==> config.mk <==
export PLATFORM = sky130hd
export DESIGN_NAME = nibble_serial_adder
export DESIGN_NICKNAME = d
export VERILOG_FILES = /design/src/rtl/nibble_serial_adder.sv
export SDC_FILE = /design/constraint.sdc
export NUM_CORES = 1
export LEC_CHECK = 0
export BUFFER_PORTS_ARGS = -buffer_cell sky130_fd_sc_hd__buf_2
export CAP_MARGIN = 20
export CORE_ASPECT_RATIO = 0.75
export CORE_MARGIN = 5
export CORE_UTILIZATION = 54
export CTS_CLUSTER_DIAMETER = 120
export DETAILED_ROUTE_END_ITERATION = 12
export PLACE_DENSITY = 0.79
export SYNTH_ARGS = -nofsm -noshare
export SYNTH_HDL_FRONTEND = slang
export SYNTH_SLANG_ARGS = --single-unit
==> constraint.sdc <==
create_clock -name clk -period 4.55 [get_ports clk]
set_input_delay 0.2275 -clock clk [delete_from_list [all_inputs] [get_ports clk]]
set_output_delay 0.2275 -clock clk [all_outputs]
set_load 0.02 [all_outputs]
==> src/rtl/nibble_serial_adder.sv <==
// Multi-cycle WIDTH-bit adder reusing one 4-bit carry-lookahead slice, LS nibble first.
// Optional macro ALU_SUB_EN adds the op_sub port and subtract (A + ~B + 1) support.
module nibble_serial_adder #(
  parameter int WIDTH = 32
) (
  input  logic             clk,
  input  logic             rst_n,
  input  logic             in_valid,
  output logic             in_ready,
  input  logic [WIDTH-1:0] a,
  input  logic [WIDTH-1:0] b,
  input  logic             carry_in,
`ifdef ALU_SUB_EN
  input  logic             op_sub,
`endif
  output logic             out_valid,
  input  logic             out_ready,
  output logic [WIDTH-1:0] sum,
  output logic             carry_out,
  output logic             overflow,
  output logic [1:0]       dbg_state_o
);

  localparam int NIB = WIDTH / 4;
  localparam int IW  = $clog2(NIB);
  localparam logic [IW-1:0] LAST = IW'(NIB - 1);

  localparam logic [1:0] S_IDLE = 2'd0;
  localparam logic [1:0] S_RUN  = 2'd1;
  localparam logic [1:0] S_DONE = 2'd2;

  // Handshake: a transfer happens on a rising edge where valid && ready.
  // in_ready is high only in IDLE, out_valid only in DONE, so the two never overlap.

  logic [1:0]       state_q, state_d;
  logic [WIDTH-1:0] a_q, a_d, b_q, b_d, sum_q, sum_d;
  logic [IW-1:0]    idx_q, idx_d;
  logic             carry_q, carry_d, cout_q, cout_d, ovf_q, ovf_d;
  logic             sub_sel;
  logic [3:0]       slice_s;
  logic             slice_c;

`ifdef ALU_SUB_EN
  assign sub_sel = op_sub;
`else
  assign sub_sel = 1'b0;
`endif

  nibble_cla4 u_slice (
    .a_i (a_q[4*idx_q +: 4]),
    .b_i (b_q[4*idx_q +: 4]),
    .c_i (carry_q),
    .s_o (slice_s),
    .c_o (slice_c)
  );

  always_comb begin
    state_d = state_q;
    a_d     = a_q;
    b_d     = b_q;
    sum_d   = sum_q;
    idx_d   = idx_q;
    carry_d = carry_q;
    cout_d  = cout_q;
    ovf_d   = ovf_q;
    case (state_q)
      S_IDLE: begin
        if (in_valid) begin
          a_d     = a;
          b_d     = sub_sel ? ~b : b;
          carry_d = sub_sel ? 1'b1 : carry_in;
          idx_d   = '0;
          sum_d   = '0;
          state_d = S_RUN;
        end
      end
      S_RUN: begin
        sum_d[4*idx_q +: 4] = slice_s;
        carry_d = slice_c;
        idx_d   = idx_q + 1'b1;
        if (idx_q == LAST) begin
          // Signed overflow uses the latched (possibly inverted) B.
          cout_d  = slice_c;
          ovf_d   = (a_q[WIDTH-1] == b_q[WIDTH-1]) && (slice_s[3] != a_q[WIDTH-1]);
          state_d = S_DONE;
        end
      end
      S_DONE: begin
        if (out_ready) state_d = S_IDLE;
      end
      default: state_d = S_IDLE;
    endcase
  end

  always_ff @(posedge clk) begin
    if (!rst_n) begin
      state_q <= S_IDLE;
      a_q     <= '0;
      b_q     <= '0;
      sum_q   <= '0;
      idx_q   <= '0;
      carry_q <= 1'b0;
      cout_q  <= 1'b0;
      ovf_q   <= 1'b0;
    end else begin
      state_q <= state_d;
      a_q     <= a_d;
      b_q     <= b_d;
      sum_q   <= sum_d;
      idx_q   <= idx_d;
      carry_q <= carry_d;
      cout_q  <= cout_d;
      ovf_q   <= ovf_d;
    end
  end

  assign in_ready    = (state_q == S_IDLE);
  assign out_valid   = (state_q == S_DONE);
  assign sum         = sum_q;
  assign carry_out   = cout_q;
  assign overflow    = ovf_q;
  assign dbg_state_o = state_q;

endmodule

// 4-bit carry-lookahead slice: all carries computed from generate/propagate terms.
module nibble_cla4 (
  input  logic [3:0] a_i,
  input  logic [3:0] b_i,
  input  logic       c_i,
  output logic [3:0] s_o,
  output logic       c_o
);
  logic [3:0] g, p;
  logic [4:0] c;

  always_comb begin
    g    = a_i & b_i;
    p    = a_i ^ b_i;
    c[0] = c_i;
    c[1] = g[0] | (p[0] & c_i);
    c[2] = g[1] | (p[1] & g[0]) | (p[1] & p[0] & c_i);
    c[3] = g[2] | (p[2] & g[1]) | (p[2] & p[1] & g[0]) | (p[2] & p[1] & p[0] & c_i);
    c[4] = g[3] | (p[3] & g[2]) | (p[3] & p[2] & g[1]) | (p[3] & p[2] & p[1] & g[0])
         | (p[3] & p[2] & p[1] & p[0] & c_i);
  end

  assign s_o = p ^ c[3:0];
  assign c_o = c[4];
endmodule
==> results of run 1 <==
[cell families after synthesis]
family                   count (synthesis)
flip-flops                             104
adder cells (fa/ha/maj)                 13
XOR/XNOR                                 2
buffers and inverters                   39
AO/OA/AOI/OAI                          121
AND/OR/NAND/NOR                        240
multiplexers                            19
[area by class of cell]
type | instances | area (sq um)
Timing Repair Buffer | 110 | 561
Fill cell | 795 | 3220
Inverter | 4 | 15.0
Clock buffer | 10 | 229
Sequential cell | 104 | 2080
Multi-Input combinational cell | 395 | 2650
Tap cell | 112 | 140
Clock inverter | 5 | 35.0
[placed cells by master, fill, tap and decap left out, drive strengths merged, types with 9 or more instances in the layout]
| cell | n |
|---|---|
| nor2b | 19 |
| mux4 | 16 |
| nand3 | 9 |
| nand2 | 165 |
| buf | 110 |
| a22oi | 10 |
| clkbuf | 10 |
| ha | 12 |
| dfxtp | 104 |
| a21boi | 79 |
[metrics by stage]
step / util [%] / cells
after floorplan: - / 538
after global placement: 61.0 / 725
after detailed placement: 61.0 / 725
after CTS: 63.9 / 740
after global routing: 63.9 / 740
final: 63.9 / 740
[worst paths after layout]
kind,startpoint,endpoint,slack [ns],cells after the start
setup reg to reg,idx_q[0],carry_q,1.10,9
setup / recovery,idx_q[0],carry_q,1.10,9
hold / removal,b[10],b_q[10],0.12,3
hold reg to reg,sum[14],sum[14],0.46,2
[sequential cells by signal, summed over array words and instances (netlist names)]
signal       count
carry_out        1
b_q             32
carry_q          1
idx_q            3
dbg_state_o      2
overflow         1
a_q             32
sum             32
[worst register-to-register path: cells and delay by family, from the launching register on]
family          cells  cell delay, ns
flops               1            0.49
simple gates        2            0.21
mux                 1            0.55
fa+ha+maj           1            0.36
buf+inv             1            0.38
compound gates      4            1.35
[power breakdown]
group	internal (uW)	switching (uW)	leakage [uW]	total, uW
clock network	368	334	0.000128	703
logic	109	149	0.00140	258
registers	948	30.0	0.000848	978
total	1430	513	0.00237	1940
[per-layer routing]
layer  up-vias  GRT usage (%)
li1       2035              -
met1      1909           29.7
met2       131           36.5
met3        11           4.88
met4         0           5.43
met5         -              0
==> reports/metrics.csv, run 1 <==
stage,metric,value,unit
synth,mux cell area share after synthesis,8.00,%
worst_setup_path,CP Max Fanout,19,
pwr,Leak,0.00237,uW
sta,Period minus WS final,3.45,ns
synth,Synth Area in Compound Gates,18.4,%
cells_and_area,layout cell share with drive strength beyond 1,24.0,%
sta,final hold vios,0,
sta,Post-Route Setup TNS,0,ns
drt,Iteration-0 DRC Markers,289,
worst_setup_path,CP Capture Type,flip-flop,
sta,unrepaired setup endpoints after global routing,no,
floorplan,CORE AREA,8930,sq um
synth,Commonest cells post-synth,"nand2_1, dfxtp_1, a21boi_0",
synth,sequential area share after synthesis,42.6,%
drt,vias per cell,5.52,
cells_and_area,area grow syn2layout,16.9,%
hold_path,Hold Path Class,input pin to flip-flop,
global_route,initial antenna violation count,0,
run_status,status,"complete, no violations",
worst_setup_path,critical path class,flip-flop to flip-flop,
synth,Syn Area/Cell,9.07,sq um
sta,PnR worst setup slack,1.10,ns
global_route,largest net degree at the start of global routing,76,
global_route,global route overflow,0,
sta,fmax,290,MHz
synth,top post-synthesis cells by area,"dfxtp_1, nand2_1, a21boi_0, mux4_2, a21boi_1",
drt,metal1 wirelength,5.43,mm
worst_setup_path,slowest CP cell,a22oi_1,
cts,clk root buf,clkbuf_16,
sta,Hold Slack,0.122,ns
worst_setup_path,CP required,4.78,ns
worst_setup_path,CP bufs+invs,1,
worst_setup_path,"delay-heaviest family, CP",compound AO/OA/AOI/OAI gates,
global_route,GR Util All Layers,22.1,%
cts,CTS resizes,0,
cts,H-tree Lvls,3,
global_route,via count of the first global-routing pass,4080,
worst_setup_path,CP cell instances,buf_4 > mux4_2 > nand2_1 > nand2_1 > ha_1 > a21o_1 > a22oi_1 > a21oi_1 > o21a_1,
worst_setup_path,Arrival @ worst endpoint,3.68,ns
synth,most frequent cell after synthesis,nand2_1,
synth,Synth Area in Simple Gates,23.9,%
synth,Post-synth EDFFs,0,
synth,fraction of registers with async set/reset,0,%
pwr,pwr dens,340,nW/um^2
pwr,Final Power,1940,uW
synth,syn nets,620,
drt,met3 wire length,781,microns
synth,synth unique cells,49,
synth,Yosys reg bits,104,
synth,Post-Syn Area,4880,sq um
floorplan,Initial Util,54.6,%
cts,clock-pin slew on the worst setup and hold paths,0.07,ns
place,input/output buffers,106,
drt,Wirelength per Cell,15.9,microns
cts,Max Root-Sink Buffers,2,
place,DP Wirelength,8.44,mm
sta,worst slew pin tran,1.05,ns
place,Post-DP Area,5450,sq um
drt,routed wl met2,5.45,mm
drt,via count,4086,
drt,top routing layer in use,met4,
pwr,VDD IR max,177,uV
synth,Ys Warns,0,
worst_setup_path,"most used cell, CP",nand2_1,
drt,Final ANT Viol Nets,0,
synth,ys flop type,dfxtp_1,
cells_and_area,final instance area,5710,sq um
job,number of max-cap violations,0,
cts,# clock sinks,104,
worst_setup_path,startpoint types,flip-flop,
floorplan,die area,11100,sq um
sta,Rel. slew slack,30.1,%
floorplan,Rows,30,
sta,clk_skew,0.00561,ns
synth,largest family of logic cells by synthesized area,simple AND/OR/NAND/NOR gates,
place,Place WS,1.11,ns
cts,clock latency on the worst-skew pair,0.34,ns
cts,Post-CTS Setup Inserts,0,
synth,XOR/XNOR share of the synthesized area,0.359,%
floorplan,Die Y,92.3,microns
floorplan,Die Span X,120,microns
worst_setup_path,max incr delay on CP,0.79,ns
cells_and_area,Final nets,706,
synth,adder-cell share of the synthesized area,3.49,%
synth,top cell type's share of synthesized area,42.6,%
sta,fin crit share,75.8,%
drt,WL final,11.8,mm
synth,synthesized instance count,538,
cells_and_area,Antenna Cells,0,
sta,Final Setup Violations,0,
drt,First-pass DRT Iterations,5,
sta,Pins Over Slew Limit,0,
cts,hold_buf cts,0,
place,gpl congestion,0.950,
cts,CTS buffer count,9,
drt,DRC viols,0,
global_route,first-pass GRT wire length,19.8,mm
floorplan,io pins,107,
synth,"area leader, netlist",dfxtp_1,
cts,CTS tree,done,
Power figures use the tool's default switching activity.
==> inputs of run 2 (changes only) <==
- clock period: 4.55 -> 3.53 ns (I/O delays scaled with it)
==> run 2 against run 1 <==
Global-route usage is 0.16 points higher. Setup slack worse by 0.60 ns. Via count down 0.22%. Register-to-register slack worse by 0.60 ns. Largest power group unchanged.
==> reports/metrics.csv, run 2 (synthesis results as in run 1) <==
stage,metric,value,unit,change
job,number of max-cap violations,0,,unchanged
worst_setup_path,r2r endpoint,overflow,,was carry_q
pwr,VDD IR max,334,uV,was 177 uV
worst_setup_path,CP Capture Type,flip-flop,,unchanged
cells_and_area,most frequent cells in the layout,"nand2_1, buf_2, dfxtp_1",,unchanged
worst_setup_path,Arrival @ worst endpoint,3.31,ns,was 3.68 ns
global_route,GR Util All Layers,22.3,%,was 22.1%
sta,Final Setup Violations,0,,unchanged
run_status,status,"complete, no violations",,unchanged
place,input/output buffers,106,,unchanged
floorplan,die area,11100,sq um,unchanged
cts,CTS buffer count,9,,unchanged
cts,CTS resizes,0,,unchanged
cells_and_area,Final nets,710,,was 706
floorplan,Die Span X,120,microns,unchanged
cts,clock latency on the worst-skew pair,0.35,ns,was 0.34 ns
worst_setup_path,crit path launch,idx_q[0],,unchanged
sta,Pins Over Slew Limit,0,,unchanged
cts,Post-CTS Setup Inserts,0,,unchanged
worst_setup_path,max incr delay on CP,0.54,ns,was 0.79 ns
sta,fmax,330,MHz,was 290 MHz
worst_setup_path,CP cell instances,buf_12 > mux4_2 > nand2_1 > nand2_1 > ha_1 > a21o_1 > a311o_1 > a21o_1 > a31oi_1,,was buf_4 > mux4_2 > nand2_1 > nand2_1 > ha_1 > a21o_1 > a22oi_1 > a21oi_1 > o21a_1
place,Place WS,0.480,ns,was 1.11 ns
pwr,Leak,0.00242,uW,was 0.00237 uW
sta,clk_skew,0.00644,ns,was 0.00561 ns
cts,H-tree Lvls,3,,unchanged
drt,DRC viols,0,,unchanged
worst_setup_path,R2R depth,9,,unchanged
sta,Period minus WS final,3.03,ns,was 3.45 ns
floorplan,io pins,107,,unchanged
sta,worst slew pin tran,0.799,ns,was 1.05 ns
worst_setup_path,CP endpoint,overflow,,was carry_q
worst_setup_path,origin of the critical flop-to-flop path,idx_q[0],,unchanged
worst_setup_path,slowest CP cell,dfxtp_1,,was a22oi_1
sta,Rel. slew slack,46.7,%,was 30.1%
floorplan,Die Y,92.3,microns,unchanged
cts,CTS tree,done,,unchanged
floorplan,Initial Util,54.6,%,unchanged
drt,WL final,11.8,mm,about the same
drt,Wirelength per Cell,15.9,microns,about the same
hold_path,min-delay src,b[9],,was b[10]
cells_and_area,"commonest non-fill, non-tap cell in the layout",nand2_1,,unchanged
sta,fin crit share,85.9,%,was 75.8%
drt,Final ANT Viol Nets,0,,unchanged
sta,Post-Route Setup TNS,0,ns,unchanged
global_route,first-pass GRT wire length,20.0,mm,was 19.8 mm
cts,hold_buf cts,0,,unchanged
drt,via count,4077,,was 4086
cts,clk root buf,clkbuf_16,,unchanged
sta,PnR worst setup slack,0.498,ns,was 1.10 ns
place,gpl congestion,0.959,,was 0.950
worst_setup_path,startpoint types,flip-flop,,unchanged
worst_setup_path,internal reg-to-reg setup slack,0.50,ns,was 1.10 ns
drt,vias per cell,5.47,,was 5.52
pwr,pwr dens,459,nW/um^2,was 340 nW/um^2
sta,final hold vios,0,,unchanged
place,DP Wirelength,8.43,mm,was 8.44 mm
floorplan,Rows,30,,unchanged
global_route,via count of the first global-routing pass,4123,,was 4080
drt,First-pass DRT Iterations,4,,was 5
hold_path,Hold Path Class,input pin to flip-flop,,unchanged
floorplan,CORE AREA,8930,sq um,unchanged
cells_and_area,area grow syn2layout,19.0,%,was 16.9%
cells_and_area,Antenna Cells,0,,unchanged
sta,unrepaired setup endpoints after global routing,no,,unchanged
global_route,largest net degree at the start of global routing,73,,was 76
global_route,global route overflow,0,,unchanged
drt,Iteration-0 DRC Markers,284,,was 289
cells_and_area,layout cell share with drive strength beyond 1,24.6,%,was 24.0%
global_route,initial antenna violation count,0,,unchanged
cts,# clock sinks,104,,unchanged
worst_setup_path,CP Max Fanout,19,,unchanged
cts,clock-pin slew on the worst setup and hold paths,0.07,ns,about the same
worst_setup_path,critical path class,flip-flop to flip-flop,,unchanged
cts,Max Root-Sink Buffers,2,,unchanged
worst_setup_path,CP required,3.81,ns,was 4.78 ns
run 2: cell types whose count changed in the layout (fill, tap and decap cells not counted), sizes merged:
cell and delta:
bufinv +2, clkbuf +1, buf +4, clkinv -3, clkinvlp +1
run 2: report_power, final:
part           leakage (uW)  switching [uW]  internal, uW  total, uW
registers          0.000848            33.1          1220       1260
clock network      0.000152             429           640       1070
logic               0.00142             198           146        343
run 2: cell type report:
type	instances	area (sq um)
tap	112	140
clock inverter	5	80.1
fill	753	3120
clock buffer	11	243
multi-input combinational	395	2650
inverter	4	15.0
sequential	104	2080
timing repair buffer	114	603
run 2: critical path, delay by kind of cell (launching register included):
kind	cells	cell delay, ns
AOI/OAI and AO/OA	4	1.08
DFF	1	0.54
muxes	1	0.52
adders and majority gates	1	0.36
buffers and inverters	1	0.24
and+or+nand+nor	2	0.21
run 2: how the worst min path moves through the flow:
stage	cells after the start	end
after global routing	3	b_q[14]
after CTS	3	b_q[15]
after global placement	3	b_q[15]
final	3	b_q[9]
after floorplan	2	b_q[10]
after detailed placement	3	b_q[9]
run 2: per-stage QoR:
step                area [sq um]  hold slack [ns]  power, uW  utilization (%)  cells
floorplan                   4880            0.311       1510                -    538
global placement            5490            0.420       1610             61.4    729
detailed placement          5490            0.426       1620             61.4    729
CTS                         5810           0.0569       2680             65.0    745
global route                5810           0.0604       2780             65.0    745
finish                      5810           0.0592       2670             65.0    745
run 2: per-layer routing:
layer	global-route usage (%)	routed length [microns]	part of all wire (%)	vias up
met5	0	0	0	-
met4	6.48	134	1.1	0
met3	5.49	769	6.5	11
met2	36.3	5560	47	118
met1	29.5	5350	45	1914
li1	-	-	-	2034
==> inputs of run 3 (changes only) <==
- CAP_MARGIN: 20 -> 5
- CTS_BUF_LIST: not set -> sky130_fd_sc_hd__clkbuf_16
==> run 3 against run 2 <==
Total power decreased by 0.78%. Design area shrank 0.17%. Global-route usage hardly changed. Critical path type unchanged. Critical endpoint unchanged. Largest power group unchanged.
==> reports/metrics.csv, run 3 (synthesis results as in run 1) <==
stage,metric,value,unit,change
sta,Final Setup Violations,0,,unchanged
drt,DRC viols,0,,unchanged
floorplan,Die Y,92.3,microns,unchanged
worst_setup_path,R2R depth,9,,unchanged
worst_setup_path,CP Max Fanout,19,,unchanged
pwr,pwr dens,456,nW/um^2,was 459 nW/um^2
drt,WL final,11.8,mm,about the same
drt,Iteration-0 DRC Markers,280,,was 284
global_route,global route overflow,0,,unchanged
cts,clock-pin slew on the worst setup and hold paths,0.07,ns,about the same
pwr,Leak,0.00242,uW,about the same
cells_and_area,Multi-input gate area,2650,sq um,unchanged
cells_and_area,Final nets,710,,unchanged
global_route,GR Util All Layers,22.2,%,was 22.3%
worst_setup_path,CP Capture Type,flip-flop,,unchanged
sta,PnR worst setup slack,0.482,ns,was 0.498 ns
drt,First-pass DRT Iterations,4,,unchanged
cts,Max Root-Sink Buffers,2,,unchanged
place,gpl congestion,0.959,,unchanged
sta,Rel. slew slack,46.5,%,was 46.7%
worst_setup_path,origin of the critical flop-to-flop path,idx_q[0],,unchanged
place,input/output buffers,106,,unchanged
floorplan,Die Span X,120,microns,unchanged
floorplan,Initial Util,54.6,%,unchanged
run_status,status,"complete, no violations",,unchanged
worst_setup_path,startpoint types,flip-flop,,unchanged
cts,# clock sinks,104,,unchanged
cells_and_area,Sequential Area,2080,sq um,unchanged
sta,Post-Route Setup TNS,0,ns,unchanged
global_route,initial antenna violation count,0,,unchanged
cells_and_area,FILL cells,752,,was 753
sta,worst slew pin tran,0.802,ns,was 0.799 ns
worst_setup_path,r2r endpoint,overflow,,unchanged
worst_setup_path,CP endpoint,overflow,,unchanged
cts,CTS tree,done,,unchanged
cts,clock latency on the worst-skew pair,0.34,ns,was 0.35 ns
cts,Post-CTS Setup Inserts,0,,unchanged
drt,Wirelength per Cell,15.9,microns,about the same
place,Place WS,0.480,ns,unchanged
cells_and_area,area grow syn2layout,18.8,%,was 19.0%
cells_and_area,most frequent cells in the layout,"nand2_1, buf_2, dfxtp_1",,unchanged
global_route,first-pass GRT wire length,19.9,mm,was 20.0 mm
place,DP Wirelength,8.43,mm,unchanged
global_route,via count of the first global-routing pass,4110,,was 4123
hold_path,Hold Path Class,input pin to flip-flop,,unchanged
floorplan,die area,11100,sq um,unchanged
sta,final hold vios,0,,unchanged
sta,Period minus WS final,3.05,ns,was 3.03 ns
worst_setup_path,Arrival @ worst endpoint,3.32,ns,was 3.31 ns
worst_setup_path,CP required,3.81,ns,about the same
cts,hold_buf cts,0,,unchanged
cells_and_area,final core utilization,64.9,%,was 65.0%
cells_and_area,layout cell share with drive strength beyond 1,24.5,%,was 24.6%
drt,vias per cell,5.50,,was 5.47
floorplan,io pins,107,,unchanged
cts,clk root buf,clkbuf_16,,unchanged
place,Placed Cells,729,,unchanged
cells_and_area,Finished Layout Cells,745,,unchanged
worst_setup_path,critical path class,flip-flop to flip-flop,,unchanged
drt,via count,4100,,was 4077
job,number of max-cap violations,0,,unchanged
sta,fin crit share,86.3,%,was 85.9%
global_route,largest net degree at the start of global routing,73,,unchanged
worst_setup_path,crit path launch,idx_q[0],,unchanged
sta,Pins Over Slew Limit,0,,unchanged
cts,CTS buffer count,9,,unchanged
cells_and_area,Antenna Cells,0,,unchanged
cells_and_area,"commonest non-fill, non-tap cell in the layout",nand2_1,,unchanged
floorplan,Rows,30,,unchanged
sta,clk_skew,0.00610,ns,was 0.00644 ns
sta,unrepaired setup endpoints after global routing,no,,unchanged
drt,Final ANT Viol Nets,0,,unchanged
cts,CTS resizes,0,,unchanged
sta,Hold Slack,0.0594,ns,was 0.0592 ns
worst_setup_path,internal reg-to-reg setup slack,0.48,ns,was 0.50 ns
sta,fmax,328,MHz,was 330 MHz
cts,H-tree Lvls,3,,unchanged
floorplan,CORE AREA,8930,sq um,unchanged
pwr,VDD IR max,334,uV,about the same
==> run 3: stage by stage <==
stage               cell area, sq um  power [uW]
global route                    5800        2760
detailed placement              5490        1620
finish                          5800        2650
CTS                             5800        2660
floorplan                       4880        1510
global placement                5490        1610
==> run 3: layout make-up <==
type,count,area share [%]
sequential,104,35.9
clock buffer,9,3.88
inverter,4,0.259
multi-input combinational,395,45.6
timing repair buffer,114,10.4
tap,112,2.42
clock inverter,7,1.51
==> run 3: worst min path at each step <==
| stage | startpoint | slack [ns] | cells after the start | to |
|---|---|---|---|---|
| final | b[9] | 0.06 | 3 | b_q[9] |
| after global routing | b[14] | 0.06 | 3 | b_q[14] |
| after CTS | b[15] | 0.06 | 3 | b_q[15] |
| after detailed placement | b[9] | 0.43 | 3 | b_q[9] |
| after global placement | b[15] | 0.42 | 3 | b_q[15] |
| after floorplan | b[10] | 0.31 | 2 | b_q[10] |
==> run 3: layer usage <==
| layer | vias up | share of wire (%) | track usage, % |
|---|---|---|---|
| li1 | 2036 | - | - |
| met1 | 1935 | 45 | 29.8 |
| met2 | 117 | 47 | 35.9 |
| met3 | 12 | 6.5 | 5.49 |
| met4 | 0 | 1.2 | 6.48 |
| met5 | - | 0 | 0 |
==> run 3: worst max-delay path: stages, from the launching register on <==
cell and delay [ns]:
dfxtp_1 0.55, buf_12 0.23, mux4_2 0.52, nand2_1 0.08
nand2_1 0.14, ha_1 0.36, a21o_1 0.21, a311o_1 0.51
a21o_1 0.23, a31oi_1 0.14
==> run 3: where the power goes <==
group	internal, uW	switching [uW]
clock network	615	433
registers	1220	33.3
logic	146	198
